## config.mk

```make
export PLATFORM = sky130hd
export DESIGN_NAME = morse_char_encoder
export DESIGN_NICKNAME = d
export VERILOG_FILES = /design/src/rtl/morse_pkg.sv /design/src/rtl/morse_lut.sv /design/src/rtl/morse_char_encoder.sv
export SDC_FILE = /design/constraint.sdc
export NUM_CORES = 1
export LEC_CHECK = 0
export ABC_AREA = 0
export BUFFER_PORTS_ARGS = -buffer_cell sky130_fd_sc_hd__buf_2
export CORE_MARGIN = 1
export CORE_UTILIZATION = 25
export DETAILED_ROUTE_END_ITERATION = 10
export HOLD_SLACK_MARGIN = 0.02
export PLACE_DENSITY = 0.51
export SETUP_SLACK_MARGIN = 0.02
export SYNTH_ARGS = -nofsm -noshare
export SYNTH_HDL_FRONTEND = slang
export SYNTH_SLANG_ARGS = --single-unit
export TNS_END_PERCENT = 20
```

## constraint.sdc

```tcl
create_clock -name clk -period 7.3 [get_ports clk]
set_clock_uncertainty 0.15 [all_clocks]
set_input_delay 0 -clock clk [delete_from_list [all_inputs] [get_ports clk]]
set_output_delay 0 -clock clk [all_outputs]
set_load 0.01 [all_outputs]
```

## src/rtl/morse_pkg.sv

```systemverilog
// Shared Morse opcode constants, character code record and encoder state type.
// The sequencer imports the same opcode constants so both ends agree on the encoding.
package morse_pkg;

  localparam logic [7:0] OP_SPC = 8'h00;
  localparam logic [7:0] OP_DIT = 8'h80;
  localparam logic [7:0] OP_DAH = 8'h40;

  // Element pattern is left-justified: pat[4] is the first element, 1 = dah.
  typedef struct packed {
    logic [2:0] len;
    logic [4:0] pat;
  } morse_code_t;

  typedef enum logic [1:0] {
    IDLE,
    ELEM,
    ISPC,
    GAP
  } state_t;

  // Builds a code from a right-justified element list, as the table reads naturally.
  function automatic morse_code_t mk_code(input logic [2:0] len, input logic [4:0] bits);
    morse_code_t c;
    c.len = len;
    c.pat = bits << (3'd5 - len);
    return c;
  endfunction

  function automatic logic [7:0] elem_op(input logic is_dah);
    return is_dah ? OP_DAH : OP_DIT;
  endfunction

endpackage

```

## src/rtl/morse_lut.sv

```systemverilog
// Combinational ASCII to Morse lookup: letters (either case), digits and space.
module morse_lut
  import morse_pkg::*;
(
  input  logic [7:0]  char_data,
  output logic        supported,
  output logic        is_space,
  output morse_code_t code
);

  logic [7:0] upper;

  always_comb begin
    // NOTE: every output gets a default before the case so no path leaves it unassigned (no latch).
    supported = 1'b1;
    is_space  = 1'b0;
    code      = '0;
    upper     = char_data;
    if (char_data >= 8'h61 && char_data <= 8'h7A) upper = char_data & 8'hDF;

    case (upper)
      8'h20: is_space = 1'b1;
      "A": code = mk_code(3'd2, 5'b00001);
      "B": code = mk_code(3'd4, 5'b01000);
      "C": code = mk_code(3'd4, 5'b01010);
      "D": code = mk_code(3'd3, 5'b00100);
      "E": code = mk_code(3'd1, 5'b00000);
      "F": code = mk_code(3'd4, 5'b00010);
      "G": code = mk_code(3'd3, 5'b00110);
      "H": code = mk_code(3'd4, 5'b00000);
      "I": code = mk_code(3'd2, 5'b00000);
      "J": code = mk_code(3'd4, 5'b00111);
      "K": code = mk_code(3'd3, 5'b00101);
      "L": code = mk_code(3'd4, 5'b00100);
      "M": code = mk_code(3'd2, 5'b00011);
      "N": code = mk_code(3'd2, 5'b00010);
      "O": code = mk_code(3'd3, 5'b00111);
      "P": code = mk_code(3'd4, 5'b00110);
      "Q": code = mk_code(3'd4, 5'b01101);
      "R": code = mk_code(3'd3, 5'b00010);
      "S": code = mk_code(3'd3, 5'b00000);
      "T": code = mk_code(3'd1, 5'b00001);
      "U": code = mk_code(3'd3, 5'b00001);
      "V": code = mk_code(3'd4, 5'b00001);
      "W": code = mk_code(3'd3, 5'b00011);
      "X": code = mk_code(3'd4, 5'b01001);
      "Y": code = mk_code(3'd4, 5'b01011);
      "Z": code = mk_code(3'd4, 5'b01100);
      "0": code = mk_code(3'd5, 5'b11111);
      "1": code = mk_code(3'd5, 5'b01111);
      "2": code = mk_code(3'd5, 5'b00111);
      "3": code = mk_code(3'd5, 5'b00011);
      "4": code = mk_code(3'd5, 5'b00001);
      "5": code = mk_code(3'd5, 5'b00000);
      "6": code = mk_code(3'd5, 5'b10000);
      "7": code = mk_code(3'd5, 5'b11000);
      "8": code = mk_code(3'd5, 5'b11100);
      "9": code = mk_code(3'd5, 5'b11110);
      default: supported = 1'b0;
    endcase
  end

endmodule

```

## src/rtl/morse_char_encoder.sv

```systemverilog
// Expands accepted ASCII characters into a dit/dah/spc opcode stream with element,
// letter and word gaps, over valid/ready handshakes on both sides.
module morse_char_encoder
  import morse_pkg::*;
#(
  parameter int unsigned LETTER_GAP     = 3,
  parameter int unsigned WORD_GAP_EXTRA = 4
) (
  input  logic       clk,
  input  logic       rst,
  input  logic [7:0] char_data,
  input  logic       char_valid,
  output logic       char_ready,
  output logic [7:0] op_data,
  output logic       op_valid,
  input  logic       op_ready,
  output logic       char_err
);

  localparam logic [3:0] LETTER_CNT = 4'(LETTER_GAP);
  localparam logic [3:0] WORD_CNT   = 4'(WORD_GAP_EXTRA);

  state_t      state, state_n;
  morse_code_t code_q, code_n;
  logic [2:0]  idx, idx_n;
  logic [3:0]  cnt, cnt_n;
  logic [7:0]  op_data_n;
  logic        op_valid_n;
  logic        char_err_n;

  logic        lut_supported;
  logic        lut_is_space;
  morse_code_t lut_code;
  logic        accept;
  logic        op_xfer;

  morse_lut u_lut (
    .char_data (char_data),
    .supported (lut_supported),
    .is_space  (lut_is_space),
    .code      (lut_code)
  );

  assign char_ready = (state == IDLE) && !rst;
  assign accept     = char_valid && char_ready;
  assign op_xfer    = op_valid && op_ready;

  always_comb begin
    state_n    = state;
    code_n     = code_q;
    idx_n      = idx;
    cnt_n      = cnt;
    char_err_n = 1'b0;

    case (state)
      IDLE: begin
        if (accept) begin
          if (lut_is_space) begin
            cnt_n = WORD_CNT;
            if (WORD_GAP_EXTRA != 0) state_n = GAP;
          end else if (lut_supported) begin
            code_n  = lut_code;
            idx_n   = 3'd0;
            state_n = ELEM;
          end else begin
            char_err_n = 1'b1;
          end
        end
      end
      ELEM: begin
        if (op_xfer) begin
          if ((idx + 3'd1) < code_q.len) begin
            state_n = ISPC;
          end else begin
            cnt_n   = LETTER_CNT;
            state_n = (LETTER_GAP != 0) ? GAP : IDLE;
          end
        end
      end
      ISPC: begin
        if (op_xfer) begin
          idx_n   = idx + 3'd1;
          state_n = ELEM;
        end
      end
      GAP: begin
        if (op_xfer) begin
          cnt_n = cnt - 4'd1;
          if (cnt == 4'd1) state_n = IDLE;
        end
      end
      default: state_n = IDLE;
    endcase

    // Outputs are computed from the next state so they can be registered without a lag cycle.
    op_valid_n = (state_n != IDLE);
    op_data_n  = (state_n == ELEM) ? elem_op(code_n.pat[3'd4 - idx_n]) : OP_SPC;
  end

  // NOTE: sequential state uses non-blocking assignments so every register samples pre-edge values.
  // NOTE: async reset clears all control and output registers; the latched code is cleared too, it is tiny.
  always_ff @(posedge clk or posedge rst) begin
    if (rst) begin
      state    <= IDLE;
      code_q   <= '0;
      idx      <= 3'd0;
      cnt      <= 4'd0;
      op_data  <= OP_SPC;
      op_valid <= 1'b0;
      char_err <= 1'b0;
    end else begin
      state    <= state_n;
      code_q   <= code_n;
      idx      <= idx_n;
      cnt      <= cnt_n;
      op_data  <= op_data_n;
      op_valid <= op_valid_n;
      char_err <= char_err_n;
    end
  end

endmodule

```

==> impl_metrics.ini <==
[pwr]
power_uw = 720.4
p_sw_frac = 0.4435
p_comb_frac = 0.611
internal-power_uw = 400.9
p_sw_uw = 319.5
p_per_area_mw_per_mm2 = 307.1
vdd.ir_drop.worst_uv = 87.25
p_clk_frac = 0.109
p_seq_frac = 0.280
p_leak_nw = 0.9690

[sta]
hold_viol = 0
period_minus_slack_ps = 3910
setup_slack_ps = 3390
worst_slew_pin_slew_ps = 838.2
setup_violations = 0
setup_tns_ps = 0
report.final.slew_viol_count = 0
grt_setup_unrepaired = no
fmax_mhz = 255.8
fin_crit_sh = 0.5356
slew_headroom = 0.4406

[hold_path]
whs_path_depth = 4
hold_path_class = input port to register

[detailed_routing]
dr_wl_met2_um = 2686
drc = 0
routedWlPerCell_um = 14.23
dr.max_layer_used = met4
num_vias = 2065
drtIter0Drc = 190
ant_nets = 0
first_pass_iters = 5
drt-met1-wl_um = 2557
wl_met3_um = 209
via_per_inst = 5.295
wirelength_um = 5549

[setup_path]
path_delay_family = simple AND/OR/NAND/NOR gates
cpMaxStageDelayCell = or4_1
max_stage_delay_ps = 450
worstPathCellList = inv_1 > ha_1 > nor2b_1 > and2_1 > nor2b_2 > nand2_1 > a32oi_1 > ha_1 > nand3b_1 > o221a_2 > o211ai_1 > or4_1 > and4b_1
cp-end-kind = register
worst-path-buf-inv = 1
crit_arrival_ps = 3910
worstRegToRegCells = 13
cp_common_cell = ha_1
path_depth = 13
cp-start-kind = register
worstSetupPathType = register to register
cp.required_ps = 7310
worst-path-max-fanout = 12

[synthesis]
synth-edff-count = 0
synth.avg_cell_area_um2 = 7.797
synth_flop_cell = dfrtp_1
yosys.area.top_type_share = 0.2399
yosysWarnings = 0
syn-instance-count = 281
yosysSeqAreaShare = 0.2399
synth_area_mm2 = 0.002191
synth_seq_cells = 21
ys_top_cells_by_area = dfrtp_1 (24%), ha_1 (5.7%), a21oi_1 (4.8%), nand2b_1 (3.7%), o21ai_0 (3.7%)
yosysTopAreaCell = dfrtp_1
synth-async-reset-ratio = 1.000
yosysUniqueCellTypes = 75

[cells_and_area]
layout-drive-gt1-share = 0.1193
diodes = 0
n_fill_cell = 916
fin_cells = 390
nets = 308
synthToLayoutAreaGrowth_pct = 7.082

[clocking]
clk_pin_slew_worst_paths_ps = 80
cts_setup_buffers = 0
clock-sinks = 21
clockRootBuffer = clkbuf_8
worstSkewPairLatency_ps = 260
h-tree-depth = 1
numCtsBuffers = 3
cts_resized = 0
cts_tree = built
cts_buffer_depth = 2

[die]
start_util = 0.2627
pin_count = 23
core_area_mm2 = 0.008341
die_h_um = 95.62
die_area_mm2 = 0.009142
die_w_um = 95.62
rows = 33

[placed_design]
hpwl_um = 4125
pre_cts_ws_ps = 3423
dp.cells = 385
io_buffers = 16
gp_congestion = 0.8685

[global_routing]
grt_pass1_vias = 1936
antenna_found_initial = 0
grt_pass1_wl_um = 9335
grt_max_degree = 32
track_usage = 0.1289
grt_overflow = 0

[status]
status = finished, final reports clean

[job]
maxCapViolCount = 0
[cells in the mapped netlist (7+ instances only)]
cell type and instances:
nor2b_1 8, a21oi_1 21, nand2_1 19, inv_1 17, ha_1 10, dfrtp_1 21
nor2_1 19, nor3_1 12, nand3_1 9, buf_4 7, o21ai_0 16, nand2b_1 13
[cell type report]
| cell class | instances | area, um2 | area share |
|---|---|---|---|
| clock buffer | 4 | 45.04 | 0.01920 |
| tap | 105 | 131.4 | 0.05600 |
| inverter | 19 | 76.32 | 0.03253 |
| sequential | 21 | 525.5 | 0.2240 |
| timing repair buffer | 17 | 90.09 | 0.03840 |
| multi-input combinational | 224 | 1478 | 0.6299 |
[flip-flops by register name (all words and copies together) (netlist names)]
signal,flops
code_q,8
cnt,4
idx,3
op_data,2
state,2
char_err,1
op_valid,1
[layout by cell type, fill, tap and decap left out, drive strengths merged, types with 6 or more instances in the layout]
master	n
conb	6
a21oi	21
buf	16
inv	17
dfrtp	21
nand2b	13
nor2	19
nor3	12
nand3	10
o21ai	16
ha	10
nor2b	9
a21o	6
nand2	19
[kinds of logic (layout without fill, tap and decap cells)]
kind of cell,after synthesis,count (layout),synth area share
simple gates,109,109,0.2861
flops,21,21,0.2399
other cells,1,6,0.001712
mux,3,3,0.01428
buf+inv,41,40,0.09423
compound gates,91,91,0.2867
fa+ha+maj,10,10,0.05711
xor+xnor,5,5,0.01999
[per-layer routing]
| metal | track usage | vias to the layer above |
|---|---|---|
| li1 | - | 1026 |
| met1 | 0.1705 | 979 |
| met2 | 0.2220 | 52 |
| met3 | 0.01914 | 8 |
| met4 | 0.02488 | 0 |
| met5 | 0 | - |
[through the flow]
| stage | util | hold slack, ps | instance area (um2) |
|---|---|---|---|
| floorplan | - | -173.5 | 2210 |
| global placement | 0.2747 | 80.10 | 2291 |
| detailed placement | 0.2747 | 79.36 | 2291 |
| CTS | 0.2813 | 54.82 | 2346 |
| global route | 0.2813 | 81.68 | 2346 |
| finish | 0.2813 | 59.28 | 2346 |
[final timing paths]
check                                          from              endpoint  slack (ps)
worst max-delay path             state[1]$_DFF_PP0_  op_data[7]$_DFF_PP0_        3390
worst min-delay path                     char_valid    state[0]$_DFF_PP0_          60
worst max register to register   state[1]$_DFF_PP0_  op_data[7]$_DFF_PP0_        3390
worst min register to register  code_q[0]$_DFF_PP0_   code_q[0]$_DFF_PP0_         340
max in group asynchronous                       rst    cnt[2]$_DFFE_PP0P_        6170
min in group asynchronous                       rst    state[0]$_DFF_PP0_         320
[timing repair]
| item | in CTS | in global routing |
|---|---|---|
| endpoints found under the setup margin | 0 | 0 |
| hold endpoints to repair | 21 | 0 |
| hold buffers | 1 | 0 |
[worst min-delay path, delay by kind of cell]
| kind | cells | cell delay [ps] |
|---|---|---|
| AOI/OAI and AO/OA | 1 | 80 |
| buffers and inverters | 1 | 90 |
| and+or+nand+nor | 2 | 250 |
[power by group through the flow]
stage	Combinational (mW)	Clock, mW	Sequential [mW]
CTS	0.442	0.0820	0.202
floorplan	0.349	0	0.199
global route	0.504	0.0861	0.210
detailed placement	0.439	0	0.205
finish	0.440	0.0784	0.202
global placement	0.439	0	0.205
No activity file was read; power rests on OpenSTA's default activity.
